File: config.mk
export PLATFORM = sky130hd
export DESIGN_NAME = id_ex_register_flat
export DESIGN_NICKNAME = d
export VERILOG_FILES = /design/src/rtl/pipeline_pkg.sv /design/src/rtl/id_ex_register_if.sv /design/src/rtl/load_use_detect.sv /design/src/rtl/id_ex_register.sv /design/src/flat_wrapper.sv
export SDC_FILE = /design/constraint.sdc
export NUM_CORES = 1
export LEC_CHECK = 0
export CORE_AREA = 2 2 263 265
export DETAILED_ROUTE_END_ITERATION = 10
export DIE_AREA = 0 0 265 267
export GPL_ROUTABILITY_DRIVEN = 0
export MAX_ROUTING_LAYER = met4
export PLACE_DENSITY = 0.57
export SLEW_MARGIN = 20
export SYNTH_ARGS = -nofsm -noshare
export SYNTH_HDL_FRONTEND = slang
export SYNTH_SLANG_ARGS = --single-unit
File: constraint.sdc
create_clock -name i_clk -period 18.2 [get_ports i_clk]
set_input_delay 3.64 -clock i_clk [delete_from_list [all_inputs] [get_ports i_clk]]
set_output_delay 3.64 -clock i_clk [all_outputs]
set_load 0.05 [all_outputs]
File: src/rtl/pipeline_pkg.sv
// Shared pipeline definitions: the decoded control bundle carried from ID
// into EX, plus the constants used for bubbles and the hard-wired zero register.
package pipeline_pkg;

    typedef struct packed {
        logic [3:0] alu_op;
        logic       alu_src;
        logic       mem_to_reg;
        logic       mem_write;
        logic       reg_write;
        logic       branch;
        logic       jump;
        logic [2:0] funct3;
    } idex_ctrl_t;

    localparam logic [4:0] REG_ZERO      = 5'd0;
    localparam idex_ctrl_t IDEX_CTRL_NOP = '0;

endpackage

File: src/rtl/id_ex_register_if.sv
// ID/EX bus: decode-side operands, writeback bypass, flush/hold controls and
// the registered EX-side fields. The slave side is the pipeline register itself.
interface id_ex_register_if
    import pipeline_pkg::*;
#(
    parameter int XLEN  = 64,
    parameter int CNT_W = 32
);
    logic             i_id_valid;
    logic [XLEN-1:0]  i_id_pc;
    logic [4:0]       i_id_rs1;
    logic [4:0]       i_id_rs2;
    logic [4:0]       i_id_rd;
    logic             i_id_uses_rs1;
    logic             i_id_uses_rs2;
    logic [XLEN-1:0]  i_id_rs1_value;
    logic [XLEN-1:0]  i_id_rs2_value;
    logic [XLEN-1:0]  i_id_imm;
    idex_ctrl_t       i_id_ctrl;
    logic             i_wb_reg_write;
    logic [4:0]       i_wb_rd;
    logic [XLEN-1:0]  i_wb_value;
    logic             i_flush;
    logic             i_hold;

    logic             o_idex_valid;
    logic [XLEN-1:0]  o_idex_pc;
    logic [XLEN-1:0]  o_idex_imm;
    logic [4:0]       o_idex_rs1;
    logic [4:0]       o_idex_rs2;
    logic [4:0]       o_idex_rd;
    logic [XLEN-1:0]  o_idex_rs1_value;
    logic [XLEN-1:0]  o_idex_rs2_value;
    idex_ctrl_t       o_idex_ctrl;
    logic             o_stall;
    logic [CNT_W-1:0] o_stall_count;

    modport slave (
        input  i_id_valid, i_id_pc, i_id_rs1, i_id_rs2, i_id_rd,
               i_id_uses_rs1, i_id_uses_rs2, i_id_rs1_value, i_id_rs2_value,
               i_id_imm, i_id_ctrl, i_wb_reg_write, i_wb_rd, i_wb_value,
               i_flush, i_hold,
        output o_idex_valid, o_idex_pc, o_idex_imm, o_idex_rs1, o_idex_rs2,
               o_idex_rd, o_idex_rs1_value, o_idex_rs2_value, o_idex_ctrl,
               o_stall, o_stall_count
    );

    modport master (
        output i_id_valid, i_id_pc, i_id_rs1, i_id_rs2, i_id_rd,
               i_id_uses_rs1, i_id_uses_rs2, i_id_rs1_value, i_id_rs2_value,
               i_id_imm, i_id_ctrl, i_wb_reg_write, i_wb_rd, i_wb_value,
               i_flush, i_hold,
        input  o_idex_valid, o_idex_pc, o_idex_imm, o_idex_rs1, o_idex_rs2,
               o_idex_rd, o_idex_rs1_value, o_idex_rs2_value, o_idex_ctrl,
               o_stall, o_stall_count
    );

endinterface

File: src/rtl/load_use_detect.sv
// Combinational load-use hazard check: a load sitting in EX whose destination
// is read by the real instruction in ID. Writes to x0 never create a hazard.
module load_use_detect
    import pipeline_pkg::*;
(
    input  logic       i_idex_valid,
    input  logic       i_idex_mem_to_reg,
    input  logic [4:0] i_idex_rd,
    input  logic       i_id_valid,
    input  logic       i_id_uses_rs1,
    input  logic [4:0] i_id_rs1,
    input  logic       i_id_uses_rs2,
    input  logic [4:0] i_id_rs2,
    output logic       o_lu
);

    // Hazard when either used source matches a nonzero load destination
    always_comb begin
        o_lu = i_idex_valid & i_idex_mem_to_reg & i_id_valid
             & (i_idex_rd != REG_ZERO)
             & ((i_id_uses_rs1 & (i_id_rs1 == i_idex_rd))
              | (i_id_uses_rs2 & (i_id_rs2 == i_idex_rd)));
    end

endmodule

File: src/rtl/id_ex_register.sv
// ID/EX pipeline register with load-use bubble insertion, branch flush,
// downstream hold, same-cycle writeback bypass and a saturating bubble counter.
module id_ex_register
    import pipeline_pkg::*;
#(
    parameter int XLEN  = 64,
    parameter int CNT_W = 32
)(
    input  logic               i_clk,
    input  logic               i_rst,
    id_ex_register_if.slave    bus
);

    logic             valid_q,     valid_d;
    logic [XLEN-1:0]  pc_q,        pc_d;
    logic [XLEN-1:0]  imm_q,       imm_d;
    logic [4:0]       rs1_q,       rs1_d;
    logic [4:0]       rs2_q,       rs2_d;
    logic [4:0]       rd_q,        rd_d;
    logic [XLEN-1:0]  rs1_value_q, rs1_value_d;
    logic [XLEN-1:0]  rs2_value_q, rs2_value_d;
    idex_ctrl_t       ctrl_q,      ctrl_d;
    logic [CNT_W-1:0] cnt_q,       cnt_d;

    logic             lu;
    logic [XLEN-1:0]  rs1_value_in;
    logic [XLEN-1:0]  rs2_value_in;

    load_use_detect u_load_use_detect (
        .i_idex_valid      (valid_q),
        .i_idex_mem_to_reg (ctrl_q.mem_to_reg),
        .i_idex_rd         (rd_q),
        .i_id_valid        (bus.i_id_valid),
        .i_id_uses_rs1     (bus.i_id_uses_rs1),
        .i_id_rs1          (bus.i_id_rs1),
        .i_id_uses_rs2     (bus.i_id_uses_rs2),
        .i_id_rs2          (bus.i_id_rs2),
        .o_lu              (lu)
    );

    // Operand capture: writeback data overrides the register file; x0 reads as zero
    always_comb begin
        rs1_value_in = bus.i_id_rs1_value;
        rs2_value_in = bus.i_id_rs2_value;
        if (bus.i_wb_reg_write && (bus.i_wb_rd != REG_ZERO) && (bus.i_wb_rd == bus.i_id_rs1)) begin
            rs1_value_in = bus.i_wb_value;
        end
        if (bus.i_wb_reg_write && (bus.i_wb_rd != REG_ZERO) && (bus.i_wb_rd == bus.i_id_rs2)) begin
            rs2_value_in = bus.i_wb_value;
        end
        if (bus.i_id_rs1 == REG_ZERO) begin
            rs1_value_in = '0;
        end
        if (bus.i_id_rs2 == REG_ZERO) begin
            rs2_value_in = '0;
        end
    end

    // Next-state selection: flush beats hold beats load-use bubble beats load
    always_comb begin
        valid_d     = valid_q;
        pc_d        = pc_q;
        imm_d       = imm_q;
        rs1_d       = rs1_q;
        rs2_d       = rs2_q;
        rd_d        = rd_q;
        rs1_value_d = rs1_value_q;
        rs2_value_d = rs2_value_q;
        ctrl_d      = ctrl_q;
        cnt_d       = cnt_q;
        if (bus.i_flush || (!bus.i_hold && lu)) begin
            // Bubbles are fully zeroed so EX never sees stale operands
            valid_d     = 1'b0;
            pc_d        = '0;
            imm_d       = '0;
            rs1_d       = REG_ZERO;
            rs2_d       = REG_ZERO;
            rd_d        = REG_ZERO;
            rs1_value_d = '0;
            rs2_value_d = '0;
            ctrl_d      = IDEX_CTRL_NOP;
            if (!bus.i_flush && (cnt_q != '1)) begin
                cnt_d = cnt_q + CNT_W'(1);
            end
        end else if (!bus.i_hold) begin
            valid_d     = bus.i_id_valid;
            pc_d        = bus.i_id_pc;
            imm_d       = bus.i_id_imm;
            rs1_d       = bus.i_id_rs1;
            rs2_d       = bus.i_id_rs2;
            rd_d        = bus.i_id_valid ? bus.i_id_rd : REG_ZERO;
            rs1_value_d = rs1_value_in;
            rs2_value_d = rs2_value_in;
            ctrl_d      = bus.i_id_valid ? bus.i_id_ctrl : IDEX_CTRL_NOP;
        end
    end

    // Pipeline register state with asynchronous clear
    always_ff @(posedge i_clk or posedge i_rst) begin
        if (i_rst) begin
            valid_q     <= 1'b0;
            pc_q        <= '0;
            imm_q       <= '0;
            rs1_q       <= REG_ZERO;
            rs2_q       <= REG_ZERO;
            rd_q        <= REG_ZERO;
            rs1_value_q <= '0;
            rs2_value_q <= '0;
            ctrl_q      <= IDEX_CTRL_NOP;
            cnt_q       <= '0;
        end else begin
            valid_q     <= valid_d;
            pc_q        <= pc_d;
            imm_q       <= imm_d;
            rs1_q       <= rs1_d;
            rs2_q       <= rs2_d;
            rd_q        <= rd_d;
            rs1_value_q <= rs1_value_d;
            rs2_value_q <= rs2_value_d;
            ctrl_q      <= ctrl_d;
            cnt_q       <= cnt_d;
        end
    end

    assign bus.o_stall          = (lu | bus.i_hold) & ~bus.i_flush;
    assign bus.o_idex_valid     = valid_q;
    assign bus.o_idex_pc        = pc_q;
    assign bus.o_idex_imm       = imm_q;
    assign bus.o_idex_rs1       = rs1_q;
    assign bus.o_idex_rs2       = rs2_q;
    assign bus.o_idex_rd        = rd_q;
    assign bus.o_idex_rs1_value = rs1_value_q;
    assign bus.o_idex_rs2_value = rs2_value_q;
    assign bus.o_idex_ctrl      = ctrl_q;
    assign bus.o_stall_count    = cnt_q;

endmodule

File: src/flat_wrapper.sv
// flat-port wrapper written by rule: the top's interface ports become plain ports
module id_ex_register_flat import pipeline_pkg::*;
#(
    parameter int XLEN  = 64,
    parameter int CNT_W = 32
)
  (i_clk, i_rst, bus_i_id_valid, bus_i_id_pc, bus_i_id_rs1, bus_i_id_rs2, bus_i_id_rd, bus_i_id_uses_rs1, bus_i_id_uses_rs2, bus_i_id_rs1_value, bus_i_id_rs2_value, bus_i_id_imm, bus_i_id_ctrl, bus_i_wb_reg_write, bus_i_wb_rd, bus_i_wb_value, bus_i_flush, bus_i_hold, bus_o_idex_valid, bus_o_idex_pc, bus_o_idex_imm, bus_o_idex_rs1, bus_o_idex_rs2, bus_o_idex_rd, bus_o_idex_rs1_value, bus_o_idex_rs2_value, bus_o_idex_ctrl, bus_o_stall, bus_o_stall_count);
  id_ex_register_if #(.XLEN(XLEN), .CNT_W(CNT_W)) bus_i ();
  input  logic i_clk;
  input  logic i_rst;
  input wire logic [$bits(bus_i.i_id_valid)-1:0] bus_i_id_valid;
  input wire logic [$bits(bus_i.i_id_pc)-1:0] bus_i_id_pc;
  input wire logic [$bits(bus_i.i_id_rs1)-1:0] bus_i_id_rs1;
  input wire logic [$bits(bus_i.i_id_rs2)-1:0] bus_i_id_rs2;
  input wire logic [$bits(bus_i.i_id_rd)-1:0] bus_i_id_rd;
  input wire logic [$bits(bus_i.i_id_uses_rs1)-1:0] bus_i_id_uses_rs1;
  input wire logic [$bits(bus_i.i_id_uses_rs2)-1:0] bus_i_id_uses_rs2;
  input wire logic [$bits(bus_i.i_id_rs1_value)-1:0] bus_i_id_rs1_value;
  input wire logic [$bits(bus_i.i_id_rs2_value)-1:0] bus_i_id_rs2_value;
  input wire logic [$bits(bus_i.i_id_imm)-1:0] bus_i_id_imm;
  input wire logic [$bits(bus_i.i_id_ctrl)-1:0] bus_i_id_ctrl;
  input wire logic [$bits(bus_i.i_wb_reg_write)-1:0] bus_i_wb_reg_write;
  input wire logic [$bits(bus_i.i_wb_rd)-1:0] bus_i_wb_rd;
  input wire logic [$bits(bus_i.i_wb_value)-1:0] bus_i_wb_value;
  input wire logic [$bits(bus_i.i_flush)-1:0] bus_i_flush;
  input wire logic [$bits(bus_i.i_hold)-1:0] bus_i_hold;
  output wire logic [$bits(bus_i.o_idex_valid)-1:0] bus_o_idex_valid;
  output wire logic [$bits(bus_i.o_idex_pc)-1:0] bus_o_idex_pc;
  output wire logic [$bits(bus_i.o_idex_imm)-1:0] bus_o_idex_imm;
  output wire logic [$bits(bus_i.o_idex_rs1)-1:0] bus_o_idex_rs1;
  output wire logic [$bits(bus_i.o_idex_rs2)-1:0] bus_o_idex_rs2;
  output wire logic [$bits(bus_i.o_idex_rd)-1:0] bus_o_idex_rd;
  output wire logic [$bits(bus_i.o_idex_rs1_value)-1:0] bus_o_idex_rs1_value;
  output wire logic [$bits(bus_i.o_idex_rs2_value)-1:0] bus_o_idex_rs2_value;
  output wire logic [$bits(bus_i.o_idex_ctrl)-1:0] bus_o_idex_ctrl;
  output wire logic [$bits(bus_i.o_stall)-1:0] bus_o_stall;
  output wire logic [$bits(bus_i.o_stall_count)-1:0] bus_o_stall_count;
  assign bus_i.i_id_valid = bus_i_id_valid;
  assign bus_i.i_id_pc = bus_i_id_pc;
  assign bus_i.i_id_rs1 = bus_i_id_rs1;
  assign bus_i.i_id_rs2 = bus_i_id_rs2;
  assign bus_i.i_id_rd = bus_i_id_rd;
  assign bus_i.i_id_uses_rs1 = bus_i_id_uses_rs1;
  assign bus_i.i_id_uses_rs2 = bus_i_id_uses_rs2;
  assign bus_i.i_id_rs1_value = bus_i_id_rs1_value;
  assign bus_i.i_id_rs2_value = bus_i_id_rs2_value;
  assign bus_i.i_id_imm = bus_i_id_imm;
  assign bus_i.i_id_ctrl = bus_i_id_ctrl;
  assign bus_i.i_wb_reg_write = bus_i_wb_reg_write;
  assign bus_i.i_wb_rd = bus_i_wb_rd;
  assign bus_i.i_wb_value = bus_i_wb_value;
  assign bus_i.i_flush = bus_i_flush;
  assign bus_i.i_hold = bus_i_hold;
  assign bus_o_idex_valid = bus_i.o_idex_valid;
  assign bus_o_idex_pc = bus_i.o_idex_pc;
  assign bus_o_idex_imm = bus_i.o_idex_imm;
  assign bus_o_idex_rs1 = bus_i.o_idex_rs1;
  assign bus_o_idex_rs2 = bus_i.o_idex_rs2;
  assign bus_o_idex_rd = bus_i.o_idex_rd;
  assign bus_o_idex_rs1_value = bus_i.o_idex_rs1_value;
  assign bus_o_idex_rs2_value = bus_i.o_idex_rs2_value;
  assign bus_o_idex_ctrl = bus_i.o_idex_ctrl;
  assign bus_o_stall = bus_i.o_stall;
  assign bus_o_stall_count = bus_i.o_stall_count;
  id_ex_register #(.XLEN(XLEN), .CNT_W(CNT_W)) u_core (.i_clk(i_clk), .i_rst(i_rst), .bus(bus_i));
endmodule
Yosys cells after proc, flatten, opt, wreduce, memory -nomap -nowiden

Index checks and enable logic that the tools add are counted.

Input port bits: 361
Flip-flop bits (word level): 317
Logic and storage cells: 71

Add/subtract/negate cells: 1
Equal/unequal tests: 6
Mux-type cells: 24
Reductions and logical operators: 13
Bitwise logic cells: 10

Operators with widths:

| kind                                                            | number |
|---|---|
| 64-bit two-way mux                                              | 12 |
| 13-bit two-way mux                                              | 3 |
| 5-bit two-way mux                                               | 7 |
| 32-bit by 1-bit adder with 32-bit output, second input constant | 1 |
| 32-bit != test, second input constant                           | 1 |
| 5-bit equality test                                             | 4 |
| 5-bit zero test                                                 | 2 |
| 5-bit nonzero test                                              | 2 |
| 1-bit bitwise AND                                               | 7 |
| 1-bit logical AND                                               | 5 |
| 1-bit zero test                                                 | 2 |
| 1-bit two-way mux                                               | 2 |
| 2-bit by 1-bit != test with 1-bit output, second input constant | 1 |
| 1-bit OR                                                        | 2 |
| 2-bit AND reduction                                             | 1 |
| 1-bit logical OR                                                | 1 |
| 1-bit NOT                                                       | 1 |

Depth between registers and ports, before layout

Gate-level depths: netlist (run 1).

Word-level depth: 7
Mapped depth: 8

By module

Synthesis (run 1) repeated with hierarchy kept, for this count alone.

Cell total of the unflattened synthesis: 1,094
Area, all modules: 13,090.1 um2

Modules (own cells, without submodules):

| module          | cells each | times used | area an instance (um2) |
|---|---|---|---|
| id_ex_register  | 1,077      | 1          | 12,958.7 |
| load_use_detect | 17         | 1          | 131.4 |

Worst setup path before layout (run 1)

Ideal clock, no wire load.

Kind: input to output
Start: input port bus_i_id_rs1[1]
End: output port bus_o_stall
Required time: 14,560 ps
Cell stages on the path: 5
Path slack: 9,710 ps
Data arrival time: 4,850 ps
Cells stage by stage: xnor2_1 nand4_1 o22ai_2 a21oi_1 nor2_1

Cells in the longest elaborated chain, start to end: 6

RTL lines:

| what                | line                  | RTL |
|---|---|---|
| start: declaration  | flat_wrapper.sv:13    | `input wire logic [$bits(bus_i.i_id_rs1)-1:0] bus_i_id_rs1;` |
| 5-bit equality test | load_use_detect.sv:21 | `& ((i_id_uses_rs1 & (i_id_rs1 == i_idex_rd))` |
| 1-bit bitwise AND   | load_use_detect.sv:21 |  |
| 1-bit OR            | load_use_detect.sv:22 | `\| (i_id_uses_rs2 & (i_id_rs2 == i_idex_rd)));` |
| 1-bit bitwise AND   | load_use_detect.sv:21 |  |
| 1-bit OR            | id_ex_register.sv:125 | `assign bus.o_stall = (lu \| bus.i_hold) & ~bus.i_flush;` |
| 1-bit bitwise AND   | id_ex_register.sv:125 |  |
| end: declaration    | flat_wrapper.sv:36    | `output wire logic [$bits(bus_i.o_stall)-1:0] bus_o_stall;` |

No other way between the ends.

Worst setup path after layout (run 1)

Start: input port bus_i_id_rs2[0]
End: output port bus_o_stall

Cells in the longest elaborated chain, start to end: 6

RTL lines:

| what                | line                  | RTL |
|---|---|---|
| start: declaration  | flat_wrapper.sv:14    | `input wire logic [$bits(bus_i.i_id_rs2)-1:0] bus_i_id_rs2;` |
| 5-bit equality test | load_use_detect.sv:22 |  |
| 1-bit bitwise AND   | load_use_detect.sv:22 |  |
| 1-bit OR            | load_use_detect.sv:22 |  |
| 1-bit bitwise AND   | load_use_detect.sv:21 |  |
| 1-bit OR            | id_ex_register.sv:125 |  |
| 1-bit bitwise AND   | id_ex_register.sv:125 |  |

No other way between the ends.

==> results of run 1 <==
layout make-up:
class                           instances  share of cell area (%)
Sequential cell                       317                   35.71
Timing Repair Buffer                  692                   31.08
Multi-Input combinational cell        697                   21.97
Clock buffer                           60                   5.436
Tap cell                              882                   4.968
Clock inverter                          9                  0.7210
Inverter                                4                  0.1014
Antenna cell                            1                 0.01127
per-stage QoR:
stage	area, sq um	std cells	utilization, %	hold WS, ps	worst slack (ps)
floorplan	13220	1098	-	498.1	5789
global placement	20840	2592	30.66	463.5	8656
detailed placement	20840	2592	30.66	468.7	8678
CTS	22210	2661	32.67	481.2	8660
global route	22210	2662	32.67	505.6	8463
finish	22210	2662	32.67	475.5	8647
cell usage after synthesis (4+ instances only):
cell,instances
o21ai_1,49
clkbuf_1,45
xnor2_1,19
o21ai_0,80
nand2_1,144
nand3_1,11
nor2_1,19
buf_6,12
buf_4,6
mux2i_1,128
inv_1,4
a22o_1,156
buf_2,16
xor2_1,32
dfrtp_1,317
nand4_1,14
and3_1,4
nor3_1,14
per-layer routing:
layer,track usage [%],share of wire [%],up-vias
met4,5.008,3.2,0
met1,15.79,38,5637
met3,5.194,8.6,95
met2,25.12,50,437
met5,-,0,-
li1,-,-,5250
cells in the final DEF, fill, tap and decap left out, drive strengths merged, types with 2 or more instances in the layout:
cell,Yosys,final
clkdlybuf4s50,0,678
dfrtp,317,317
a22o,156,156
nand2,144,144
o21ai,131,131
mux2i,128,128
clkbuf,45,60
xor2,32,32
xnor2,19,19
nor2,19,19
nand4,15,15
nor3,15,15
buf,35,14
nand3,11,11
nor4,7,7
inv,4,5
and3,4,4
clkinv,0,4
bufinv,0,4
or4,3,3
a21oi,2,2
and2,2,2
cell families (layout without fill, tap and decap cells):
kind of cell,Yosys count,in the layout,share of synthesized area [%]
buffers and inverters,84,765,3.389
AOI/OAI and AO/OA,292,292,15.67
adders and majority gates,1,1,0.09465
DFF,317,317,60.02
and+or+nand+nor,224,224,7.677
muxes,129,129,9.778
xor gates and xnor gates,51,51,3.379
other,0,1,0
critical path: cells and delay by family:
kind | cells | cell delay (ps)
simple gates | 2 | 300
xor+xnor | 1 | 160
compound gates | 2 | 410
buf+inv | 2 | 1410
power breakdown:
group	total, mW	leakage (nW)	switching (mW)	internal (mW)
logic	0.388	4.20	0.230	0.158
clock network	0.829	0.676	0.316	0.513
registers	0.762	4.24	0.0214	0.741
sequential cells by signal, indices dropped and copies added, names as in the netlist:
register and count:
u_core.bus.o_idex_imm 64, u_core.bus.o_idex_pc 64, u_core.bus.o_idex_rs1_value 64, u_core.bus.o_idex_rs2_value 64, u_core.bus.o_stall_count 32, u_core.bus.o_idex_ctrl 13, u_core.bus.o_idex_rd 5, u_core.bus.o_idex_rs1 5
u_core.bus.o_idex_rs2 5, u_core.bus.o_idex_valid 1
final timing paths:
kind,start,to,cells past startpoint
max,bus_i_id_rs2[0],bus_o_stall,7
min,u_core.bus.o_idex_rs1_value[62],u_core.bus.o_idex_rs1_value[62],2
max reg2reg,u_core.bus.o_idex_rd[4],u_core.bus.o_idex_imm[16],7
min reg2reg,u_core.bus.o_idex_rs1_value[62],u_core.bus.o_idex_rs1_value[62],2
max in group asynchronous,i_rst,u_core.bus.o_idex_pc[37],3
min in group asynchronous,i_rst,u_core.bus.o_idex_rs2_value[12],2
==> run_results.csv, run 1 <==
group,metric,value,unit
status,outcome,"complete, no violations",
worst_setup_path,cp_slowest_cell,"clkdlybuf4s50_1",
synth,async_flop_share,100.0,%
synth,yosysTopAreaCell,"dfrtp_1",
global_routing,antenna_found_initial,1,
pwr,ir_worst_vdd,0.06060,mV
min_path,holdCritPathClass,"register to register",
placement,hpwl,38290,um
timing,skew,24.49,ps
die,die_x,265,um
die,core.rowCount,96,
timing,max_freq,0.1047,GHz
synth,syn_nets,1460,
cts,insertion_delay,560,ps
cts,cts_max_level,2,
worst_setup_path,slowest_delay,810,ps
cts,cts_resized,0,
die,start_util,19.44,%
drt,wirelength,52590,um
cts,cts_buffer_depth,3,
worst_setup_path,path_cells,"clkdlybuf4s50_1 > xnor2_1 > nand4_1 > o22ai_2 > a21oi_1 > nor2_1 > clkdlybuf4s50_1",
timing,slew_violations,0,
timing,finalHoldViolCount,0,
global_routing,grt_max_degree,153,
worst_setup_path,cp.arrival,5910,ps
cts,cts_tree,"done",
synth,synthTopCellsByArea,"dfrtp_1 (60%), a22o_1 (10%), mux2i_1 (9.7%), nand2_1 (4.1%), o21ai_0 (3.0%)",
cells_and_area,drive_gt1_share,5.059,%
worst_setup_path,cp_common_cell,"clkdlybuf4s50_1",
synth,yosysUniqueCellTypes,37,
pwr,power.density,89.08,nW/um^2
drt,drt_iter0_drc,615,
synth,synth_edf_count,0,
cts,cts.clk_slew.worst_paths,50,ps
timing,rsz0062_at_grt,"false",
placement,numPortBuffers,678,
worst_setup_path,path_max_fanout,4,
worst_setup_path,crit_path_end_kind,"output pin",
global_routing,gr-total-overflow,0,
cts,holdBufCountCts,0,
die,die_area,70760,sq um
cts,cts_sinks,317,
drt,dr_total_vias,11419,
die,pin_count,679,
worst_setup_path,critPathRequiredTime,14560,ps
cts,cts_buffers,39,
die,die_h,267,um
timing,setup_viol,0,
die,core,67990,sq um
synth,ys.flop_type,"dfrtp_1",
worst_setup_path,cp-start-kind,"primary input",
cts,cts_root_buffer,"clkbuf_16",
worst_setup_path,rrSetupSlack,15000,ps
flow_run,max-cap-violations,0,
timing,period_minus_slack,9553,ps
cells_and_area,num-fill-cells,6854,
synth,synth_top_area_share,60.02,%
cells_and_area,area.growth.synth_to_final,68.05,%
drt,ant_nets,0,
synth,synth-seq-cells,317,
drt,via_per_inst,4.290,
global_routing,grt_pass1_vias,12238,
synth,yosys_warnings,0,
drt,routedWlPerCell,19.75,um
cells_and_area,multi_input_area,4880,sq um
drt,firstDrtPassIters,5,
timing,period_share,52.49,%
pwr,p_leak,9.110,nW
drt,drc,0,
synth,syn_inst,1098,
cells_and_area,nNetsFinal,2113,
worst_setup_path,path_class,"primary input to output pin",
timing,setup-tns-final,0,ps
pwr,total_power,1.979,mW
synth,synth_area,13220,sq um
timing,tightest_slew,1039,ps
cells_and_area,seqCellArea,7933,sq um
global_routing,grt_pass1_wl,77310,um
synth,ys_seq_area_share,60.02,%
timing,slew_headroom,30.73,%
global_routing,track_usage,14.68,%
synth,avgSynthCellArea,12.04,sq um
cts,cts_setup_buffers,0,
No activity file was read; power rests on OpenSTA's default activity.
==> inputs of run 2 (changes only) <==
- clock period: 18.2 -> 9.95 ns (I/O delays scaled with it)
==> run_results.csv, run 2 (synthesis gave the netlist of run 1 again) <==
group,metric,value,unit
status,outcome,"complete, no violations",
timing,finalHoldViolCount,0,
min_path,holdCritPathClass,"register to register",
drt,drt_iter0_drc,579,
min_path,min_path_cells,2,
global_routing,grt_pass1_wl,77800,um
worst_setup_path,critPathTopFamily,"buffers and inverters",
global_routing,grtUsageMet3,4.705,%
worst_setup_path,path_class,"primary input to output pin",
drt,via_per_inst,4.279,
placement,postPlaceCellArea,20860,sq um
timing,setup_slack,3755,ps
cells_and_area,nNetsFinal,2114,
worst_setup_path,cp_num_buf_inv,2,
placement,numPortBuffers,678,
drt,wirelength,53210,um
die,die_x,265,um
cts,cts_buffers,40,
pwr,total_power,3.573,mW
worst_setup_path,critPathRequiredTime,7960,ps
global_routing,grt_max_degree,186,
worst_setup_path,reg2reg_depth,7,
worst_setup_path,cp.depth,7,
pwr,power.density,160.9,nW/um^2
global_routing,gr-total-overflow,0,
timing,tightest_slew,1100,ps
die,pin_count,679,
cts,cts_resized,0,
worst_setup_path,slowest_delay,810,ps
timing,max_freq,0.1614,GHz
worst_setup_path,cp-start-kind,"primary input",
timing,skew,28.04,ps
pwr,p_leak,9.088,nW
die,core,67990,sq um
worst_setup_path,cp_common_cell,"clkdlybuf4s50_1",
timing,period_minus_slack,6195,ps
cts,insertion_delay,560,ps
worst_setup_path,path_max_fanout,4,
placement,hpwl,38760,um
cells_and_area,layoutNonFillerInstCount,2663,
cells_and_area,final_cell_mix,"clkdlybuf4s50_1 (678), dfrtp_1 (317), a22o_1 (156)",
die,die_area,70760,sq um
cts,cts_setup_buffers,0,
cts,cts_root_buffer,"clkbuf_16",
die,start_util,19.44,%
drt,drc,0,
cts,cts_buffer_depth,3,
global_routing,met2_usage,25.84,%
cts,cts_tree,"done",
die,core.rowCount,96,
worst_setup_path,crit_path_end_kind,"output pin",
timing,setup-tns-final,0,ps
pwr,ir_worst_vdd,0.1054,mV
worst_setup_path,cp.arrival,4200,ps
cells_and_area,antenna_cells,0,
die,die_h,267,um
worst_setup_path,cp_slowest_cell,"clkdlybuf4s50_1",
timing,slew_headroom,26.67,%
cells_and_area,drive_gt1_share,5.053,%
flow_run,max-cap-violations,0,
cts,cts.clk_slew.worst_paths,60,ps
global_routing,track_usage,14.81,%
global_routing,antenna_found_initial,0,
worst_setup_path,path_cells,"clkdlybuf4s50_1 > xnor2_1 > nand4_1 > o22ai_2 > a21oi_1 > nor2_1 > clkdlybuf4s50_1",
placement,place_ws,3755,ps
cts,cts_max_level,2,
drt,routedWlPerCell,19.98,um
cells_and_area,area.growth.synth_to_final,68.01,%
timing,holdWs,475.5,ps
cts,cts_sinks,317,
global_routing,grt-busiest-layer,"met2",
cells_and_area,finish.instance_area,22210,sq um
cts,holdBufCountCts,0,
placement,dp_cells,2591,
timing,rsz0062_at_grt,"false",
timing,setup_viol,0,
drt,firstDrtPassIters,4,
cells_and_area,mostFrequentLayoutCell,"clkdlybuf4s50_1",
drt,ant_nets,0,
drt,dr_total_vias,11394,
cells_and_area,utilization,32.67,%
global_routing,grt_pass1_vias,12213,
timing,period_share,62.26,%
timing,slew_violations,0,
global_routing,grt_util_met1,16.06,%
-- run 2: cell count changes in the layout (fill, tap and decap cells not counted), sizes merged --
cell,change
clkinvlp,+3
bufinv,-2
inv,+2
clkinv,-1
diode,-1
-- run 2: power breakdown --
group | total, mW | switching, mW | internal [mW]
clock network | 1.47 | 0.593 | 0.875
registers | 1.39 | 0.0393 | 1.36
logic | 0.711 | 0.420 | 0.291
-- run 2: path summary, 6_finish.rpt --
check / start / to / slack [ps]
max in group asynchronous: i_rst / u_core.bus.o_idex_rs2_value[55] / 7070
setup reg to reg: u_core.bus.o_idex_rd[4] / u_core.bus.o_idex_imm[33] / 6760
hold reg to reg: u_core.bus.o_idex_rs1_value[44] / u_core.bus.o_idex_rs1_value[44] / 480
hold / removal: u_core.bus.o_idex_rs1_value[44] / u_core.bus.o_idex_rs1_value[44] / 480
setup / recovery: bus_i_id_rs2[0] / bus_o_stall / 3760
min in group asynchronous: i_rst / u_core.bus.o_idex_imm[2] / 1900
-- run 2: area by class of cell --
type | count | area [sq um]
fill | 6790 | 45780
sequential | 317 | 7933
timing repair buffer | 692 | 6949
multi-input combinational | 697 | 4880
clock buffer | 60 | 1176
tap | 882 | 1104
clock inverter | 11 | 147.6
inverter | 4 | 18.77
-- run 2: per-layer routing --
layer	vias up	routed length, um
met5	-	0
met4	0	1351
met3	75	4497
met2	428	27200
met1	5635	20150
li1	5256	-
-- run 2: worst min-delay path, cell delays in order, from the launching register on --
cell     delay, ps
dfrtp_1        340
nand2_1         50
o21ai_0         60
